**src/rtl/data_mem_bridge_pkg.sv**
```systemverilog
`default_nettype none
// ============================================================================
// Module   : mips_mem_pkg
// Brief    : Shared state encoding and constants for the data-memory bridge.
// Revision : 1.0 - initial release
// ============================================================================
package mips_mem_pkg;

   localparam logic [1:0] IDLE = 2'd0;
   localparam logic [1:0] REQ  = 2'd1;
   localparam logic [1:0] RSP  = 2'd2;
   localparam logic [1:0] DONE = 2'd3;

   typedef enum logic [1:0] {
      S_IDLE = IDLE,
      S_REQ  = REQ,
      S_RSP  = RSP,
      S_DONE = DONE
   } state_t;

   localparam logic [31:0] ERR_RDATA  = 32'h0;
   localparam logic [1:0]  ALIGN_MASK = 2'b11;

   function automatic logic is_aligned(input logic [1:0] lsb);
      return (lsb & ALIGN_MASK) == 2'b00;
   endfunction

endpackage
`default_nettype wire

```
**src/rtl/data_mem_bridge_if.sv**
```systemverilog
`default_nettype none
// ============================================================================
// Module   : data_mem_bridge_if
// Brief    : Valid/ready request and response bus to the external memory.
// Revision : 1.0 - initial release
// ============================================================================
interface data_mem_bridge_if #(
   parameter int ADDR_W = 32,
   parameter int DATA_W = 32
);
   logic              mem_req_valid;
   logic              mem_req_ready;
   logic              mem_req_we;
   logic [ADDR_W-1:0] mem_req_addr;
   logic [DATA_W-1:0] mem_req_wdata;
   logic              mem_rsp_valid;
   logic [DATA_W-1:0] mem_rsp_rdata;

   modport master (
      output mem_req_valid, mem_req_we, mem_req_addr, mem_req_wdata,
      input  mem_req_ready, mem_rsp_valid, mem_rsp_rdata
   );

   modport slave (
      input  mem_req_valid, mem_req_we, mem_req_addr, mem_req_wdata,
      output mem_req_ready, mem_rsp_valid, mem_rsp_rdata
   );
endinterface
`default_nettype wire

```
**src/rtl/data_mem_bridge_timeout_cnt.sv**
```systemverilog
`default_nettype none
// ============================================================================
// Module   : bridge_timeout_cnt
// Brief    : Counts enabled cycles and flags the TIMEOUT-th one.
// Revision : 1.0 - initial release
// ============================================================================
module bridge_timeout_cnt #(
   parameter int TIMEOUT = 255
) (
   input  wire logic clk,
   input  wire logic rst,
   input  wire logic clear,
   input  wire logic enable,
   output logic      expired
);
   localparam int               CNT_W = (TIMEOUT < 2) ? 1 : $clog2(TIMEOUT);
   localparam logic [CNT_W-1:0] LIMIT = CNT_W'(TIMEOUT - 1);

   logic [CNT_W-1:0] cnt;

   // Fires on the last allowed cycle so REQ+RSP never exceeds TIMEOUT cycles.
   assign expired = enable && (cnt == LIMIT);

   always_ff @(posedge clk or posedge rst) begin
      if (rst) begin
         cnt <= '0;
      end else if (clear) begin
         cnt <= '0;
      end else if (enable && !expired) begin
         cnt <= cnt + 1'b1;
      end
   end
endmodule
`default_nettype wire

```
**src/rtl/data_mem_bridge.sv**
```systemverilog
`default_nettype none
// ============================================================================
// Module   : data_mem_bridge
// Brief    : Turns single-cycle core loads/stores into stalled bus transactions.
// Revision : 1.0 - initial release
// ============================================================================
module data_mem_bridge
   import mips_mem_pkg::*;
#(
   parameter int ADDR_W  = 32,
   parameter int DATA_W  = 32,
   parameter int TIMEOUT = 255
) (
   input  wire logic              CLK,
   input  wire logic              RESET,
   input  wire logic              MemRead,
   input  wire logic              MemWrite,
   input  wire logic [ADDR_W-1:0] Address,
   input  wire logic [DATA_W-1:0] Write_data,
   output logic      [DATA_W-1:0] Read_data,
   output logic                   Stall,
   output logic                   Mem_error,
   data_mem_bridge_if.master      mem
);
   state_t state;
   logic   acc;
   logic   legal;
   logic   go_req;
   logic   handshake;
   logic   cnt_en;
   logic   expired;

   assign acc       = MemRead | MemWrite;
   assign legal     = is_aligned(Address[1:0]) && !(MemRead && MemWrite);
   assign go_req    = (state == S_IDLE) && acc && legal;
   assign handshake = mem.mem_req_valid && mem.mem_req_ready;
   assign cnt_en    = (state == S_REQ) || (state == S_RSP);

   // DONE is the single commit cycle; IDLE stalls as soon as an access appears.
   assign Stall = (state == S_IDLE) ? acc : (state != S_DONE);

   bridge_timeout_cnt #(
      .TIMEOUT (TIMEOUT)
   ) u_timeout (
      .clk     (CLK),
      .rst     (RESET),
      .clear   (go_req),
      .enable  (cnt_en),
      .expired (expired)
   );

   always_ff @(posedge CLK or posedge RESET) begin
      if (RESET) begin
         state             <= S_IDLE;
         Read_data         <= '0;
         Mem_error         <= 1'b0;
         mem.mem_req_valid <= 1'b0;
         mem.mem_req_we    <= 1'b0;
         mem.mem_req_addr  <= '0;
         mem.mem_req_wdata <= '0;
      end else begin
         case (state)
            S_IDLE: begin
               if (acc) begin
                  if (legal) begin
                     mem.mem_req_valid <= 1'b1;
                     mem.mem_req_we    <= MemWrite;
                     mem.mem_req_addr  <= Address & ~ADDR_W'(ALIGN_MASK);
                     mem.mem_req_wdata <= Write_data;
                     state             <= S_REQ;
                  end else begin
                     Mem_error <= 1'b1;
                     Read_data <= DATA_W'(ERR_RDATA);
                     state     <= S_DONE;
                  end
               end
            end
            S_REQ: begin
               if (expired) begin
                  Mem_error         <= 1'b1;
                  Read_data         <= DATA_W'(ERR_RDATA);
                  mem.mem_req_valid <= 1'b0;
                  state             <= S_DONE;
               end else if (handshake) begin
                  mem.mem_req_valid <= 1'b0;
                  state             <= mem.mem_req_we ? S_DONE : S_RSP;
               end
            end
            S_RSP: begin
               if (expired) begin
                  Mem_error <= 1'b1;
                  Read_data <= DATA_W'(ERR_RDATA);
                  state     <= S_DONE;
               end else if (mem.mem_rsp_valid) begin
                  Read_data <= mem.mem_rsp_rdata;
                  state     <= S_DONE;
               end
            end
            S_DONE: begin
               state <= S_IDLE;
            end
            default: begin
               state <= S_IDLE;
            end
         endcase
      end
   end
endmodule
`default_nettype wire

```
**src/flat_wrapper.sv**
```systemverilog
// flat-port wrapper written by rule: the top's interface ports become plain ports
module data_mem_bridge_flat import mips_mem_pkg::*;
#(
   parameter int ADDR_W  = 32,
   parameter int DATA_W  = 32,
   parameter int TIMEOUT = 255
)
  (CLK, RESET, MemRead, MemWrite, Address, Write_data, Read_data, Stall, Mem_error, mem_mem_req_valid, mem_mem_req_we, mem_mem_req_addr, mem_mem_req_wdata, mem_mem_req_ready, mem_mem_rsp_valid, mem_mem_rsp_rdata);
  data_mem_bridge_if #(.ADDR_W(ADDR_W), .DATA_W(DATA_W)) mem_i ();
  input  wire logic CLK;
  input  wire logic RESET;
  input  wire logic MemRead;
  input  wire logic MemWrite;
  input  wire logic [ADDR_W-1:0] Address;
  input  wire logic [DATA_W-1:0] Write_data;
  output logic      [DATA_W-1:0] Read_data;
  output logic Stall;
  output logic Mem_error;
  output wire logic [$bits(mem_i.mem_req_valid)-1:0] mem_mem_req_valid;
  output wire logic [$bits(mem_i.mem_req_we)-1:0] mem_mem_req_we;
  output wire logic [$bits(mem_i.mem_req_addr)-1:0] mem_mem_req_addr;
  output wire logic [$bits(mem_i.mem_req_wdata)-1:0] mem_mem_req_wdata;
  input wire logic [$bits(mem_i.mem_req_ready)-1:0] mem_mem_req_ready;
  input wire logic [$bits(mem_i.mem_rsp_valid)-1:0] mem_mem_rsp_valid;
  input wire logic [$bits(mem_i.mem_rsp_rdata)-1:0] mem_mem_rsp_rdata;
  assign mem_mem_req_valid = mem_i.mem_req_valid;
  assign mem_mem_req_we = mem_i.mem_req_we;
  assign mem_mem_req_addr = mem_i.mem_req_addr;
  assign mem_mem_req_wdata = mem_i.mem_req_wdata;
  assign mem_i.mem_req_ready = mem_mem_req_ready;
  assign mem_i.mem_rsp_valid = mem_mem_rsp_valid;
  assign mem_i.mem_rsp_rdata = mem_mem_rsp_rdata;
  data_mem_bridge #(.ADDR_W(ADDR_W), .DATA_W(DATA_W), .TIMEOUT(TIMEOUT)) u_core (.CLK(CLK), .RESET(RESET), .MemRead(MemRead), .MemWrite(MemWrite), .Address(Address), .Write_data(Write_data), .Read_data(Read_data), .Stall(Stall), .Mem_error(Mem_error), .mem(mem_i));
endmodule
```
**config.mk**
```make
export PLATFORM = sky130hd
export DESIGN_NAME = data_mem_bridge_flat
export DESIGN_NICKNAME = d
export VERILOG_FILES = /design/src/rtl/data_mem_bridge_pkg.sv /design/src/rtl/data_mem_bridge_if.sv /design/src/rtl/data_mem_bridge_timeout_cnt.sv /design/src/rtl/data_mem_bridge.sv /design/src/flat_wrapper.sv
export SDC_FILE = /design/constraint.sdc
export NUM_CORES = 1
export LEC_CHECK = 0
export ABC_AREA = 1
export ABC_CLOCK_PERIOD_IN_PS = 3800
export CORE_UTILIZATION = 39
export DETAILED_ROUTE_END_ITERATION = 10
export PLACE_DENSITY = 0.84
export SLEW_MARGIN = 10
export SYNTH_ARGS = -nofsm -noshare
export SYNTH_HDL_FRONTEND = slang
export SYNTH_SLANG_ARGS = --single-unit
```
**constraint.sdc**
```tcl
create_clock -name CLK -period 3.8 [get_ports CLK]
set_clock_uncertainty 0.2 [all_clocks]
set_input_delay 0.95 -clock CLK [delete_from_list [all_inputs] [get_ports CLK]]
set_output_delay 0.95 -clock CLK [all_outputs]
set_load 0.02 [all_outputs]
```
==> results.json <==
{
  "startpoint": "MemWrite",
  "post-cts-setup-buffers": 0,
  "clockBufferDepth": 2,
  "core-area_um2": 12000,
  "drive_gt1_share_pct": 4.44,
  "dieArea_um2": 12700,
  "p_leak_nw": 3.66,
  "ant_nets": 0,
  "postCtsHoldBufs": 0,
  "clk_pin_slew_worst_paths_ns": 0.08,
  "pwr-share-comb_pct": 51.3,
  "timing.hold.ws_ns": 0.260,
  "outcome": "completed",
  "first_iter_violations": 187,
  "ys_seq_area_share_pct": 55.9,
  "dr.pass1.iters": 5,
  "grt_pass1_wl_mm": 19.9,
  "hp-start": "u_core.Mem_error",
  "drc": 0,
  "clockRootBuffer": "clkbuf_16",
  "start_util_pct": 39.9,
  "maxCapViolCount": 0,
  "crit_fanout": 3,
  "rsz0062_at_grt": "false",
  "grt_max_degree": 78,
  "overflow": 0,
  "ir_drop_v": 0.000440,
  "grtUsageTotal_pct": 19.7,
  "path_cells": "clkdlybuf4s50_1, nor2_1, nand2_1, a21boi_0, clkdlybuf4s50_1",
  "r2r-start": "u_core.state[0]",
  "crit_type": "input port to output port",
  "worst_setup_path_end_kind": "output port",
  "numClockSinks": 107,
  "pwr-share-clk_pct": 15.2,
  "setup_tns_ns": 0,
  "final_area_um2": 7180,
  "yosysWarnings": 0,
  "die_height_um": 113,
  "grt_pass1_vias": 4258,
  "wl_mm": 12.0,
  "layout.nets": 891,
  "setup_violations": 0,
  "min_period_over_period_pct": 94.8,
  "routedWlPerCell_um": 12.8,
  "finalHoldViolations": 0,
  "rr_endpoint": "u_core.Read_data[6]",
  "drv_slew": 0,
  "clkLatencyLatePin_ns": 0.35,
  "num_vias": 4325,
  "critPathLaunchType": "input port",
  "internal_power_mw": 3.41,
  "ff2ff_setup_slack_ns": 1.55,
  "numCtsBuffers": 9,
  "min_path_type": "flop to flop",
  "switching_share_pct": 41.9,
  "fin_ws_ns": 0.197,
  "post-route-util_pct": 59.8,
  "slowest_delay_ns": 0.54,
  "worstPathRequired_ns": 2.65,
  "synth_area_um2": 4790,
  "area_growth_pct": 49.9,
  "antenna_found_initial": 0,
  "n_fill_cell": 1062,
  "hpwl_mm": 8.46,
  "r2r.worst_path.cells": 8,
  "seqPwrFrac_pct": 33.4,
  "rows": 40,
  "crit_slowest_cell": "clkdlybuf4s50_1",
  "viasPerCell": 4.63,
  "netlist_instances": 593,
  "fmax_mhz": 278,
  "avgSynthCellArea_um2": 8.08,
  "place_area_um2": 6900,
  "min_period_ns": 3.60,
  "cts_tree": "built",
  "most-common-layout-cells": "nand2_1 (281), clkdlybuf4s50_1 (199), dfrtp_1 (107), inv_1 (52), nand3_1 (45)",
  "chipWidth_um": 113,
  "place_ws_ns": 0.205,
  "ys_ff_latch": 107,
  "gp_congestion": 0.825,
  "ctsResizeCount": 0,
  "power_density_nw_per_um2": 817,
  "port_buffers": 199,
  "cp-endpoint": "Stall",
  "htree_num_levels": 3,
  "ios": 202,
  "switchingPower_mw": 2.46,
  "n_antenna_cell": 0,
  "crit_top_cell": "clkdlybuf4s50_1",
  "arrival_ns": 2.45,
  "mostFrequentLayoutCell": "nand2_1",
  "synth_cell_types": 27
}
-- power by group through the flow --
stage	Combinational [mW]	Sequential (mW)	Clock, mW
after global routing	3.31	2.03	0.968
after detailed placement	3.03	1.97	0
after CTS	3.04	1.96	0.924
after floorplan	1.16	2.54	0
after global placement	2.98	1.96	0
final	3.01	1.96	0.894
-- per-stage QoR --
step | std cells | total power [mW]
after floorplan | 594 | 3.70
after global placement | 919 | 4.93
after detailed placement | 919 | 5.00
after CTS | 935 | 5.93
after global routing | 935 | 6.31
final | 935 | 5.87
-- worst max-delay path: cells and delay by family --
| family | cells | cell delay [ns] |
|---|---|---|
| compound gates | 1 | 0.14 |
| buf+inv | 2 | 0.98 |
| simple gates | 2 | 0.38 |
-- sequential cells by signal, indices dropped and copies added (netlist names) --
| register | cells |
|---|---|
| u_core.Mem_error | 1 |
| u_core.mem.mem_req_addr | 30 |
| u_core.Read_data | 32 |
| u_core.state | 2 |
| u_core.mem.mem_req_we | 1 |
| u_core.mem.mem_req_wdata | 32 |
| u_core.u_timeout.cnt | 8 |
| u_core.mem.mem_req_valid | 1 |
-- area by class of cell --
type / count / area (µm²) / share of cell area (%)
flip-flops and latches: 107 / 2680 / 37.3
repair buffers: 207 / 2090 / 29.1
multi-input cells: 404 / 1740 / 24.3
clock buffers: 9 / 225 / 3.14
inverters: 54 / 206 / 2.87
well taps: 147 / 184 / 2.56
clock inverters: 7 / 57.6 / 0.801
-- cell families (layout without fill, tap and decap cells) --
| logic type | after synthesis | count (layout) | share of synthesized area [%] |
|---|---|---|---|
| flops | 107 | 107 | 55.9 |
| other cells | 1 | 2 | 0.0783 |
| simple gates | 377 | 377 | 32.0 |
| compound gates | 18 | 18 | 2.27 |
| buf+inv | 83 | 277 | 7.99 |
| xor+xnor | 1 | 1 | 0.183 |
| fa+ha+maj | 6 | 6 | 1.57 |
-- metal layers --
layer  vias up  track usage (%)  wire (µm)
met4         0             8.27        207
met1      1952             23.7       5050
li1       2168                -          -
met3        20             6.75       1130
met5         -                0          0
met2       185             32.4       5590
-- how the worst min path moves through the flow --
stage / slack (ns) / depth (start not counted) / to
floorplan: 0.28 / 2 / u_core.u_timeout.cnt[4]
global placement: 0.24 / 1 / u_core.Mem_error
detailed placement: 0.24 / 1 / u_core.Mem_error
CTS: 0.27 / 1 / u_core.Mem_error
global route: 0.29 / 2 / u_core.mem.mem_req_wdata[18]
finish: 0.26 / 1 / u_core.Mem_error
-- Yosys cell counts (all sizes together) --
master,n,area (µm²)
conb,1,3.75
a21boi,1,7.51
o31ai,1,7.51
nand3b,1,7.51
buf,23,158
nand3,47,253
a21o,1,7.51
dfrtp,107,2680
inv,54,203
nand2,284,1080
xor2,1,8.76
ha,6,75.1
a21oi,10,61.3
nand4,1,6.26
nor2,44,189
o21ai,5,25.0
clkbuf,6,22.5
Power figures use the tool's default switching activity.
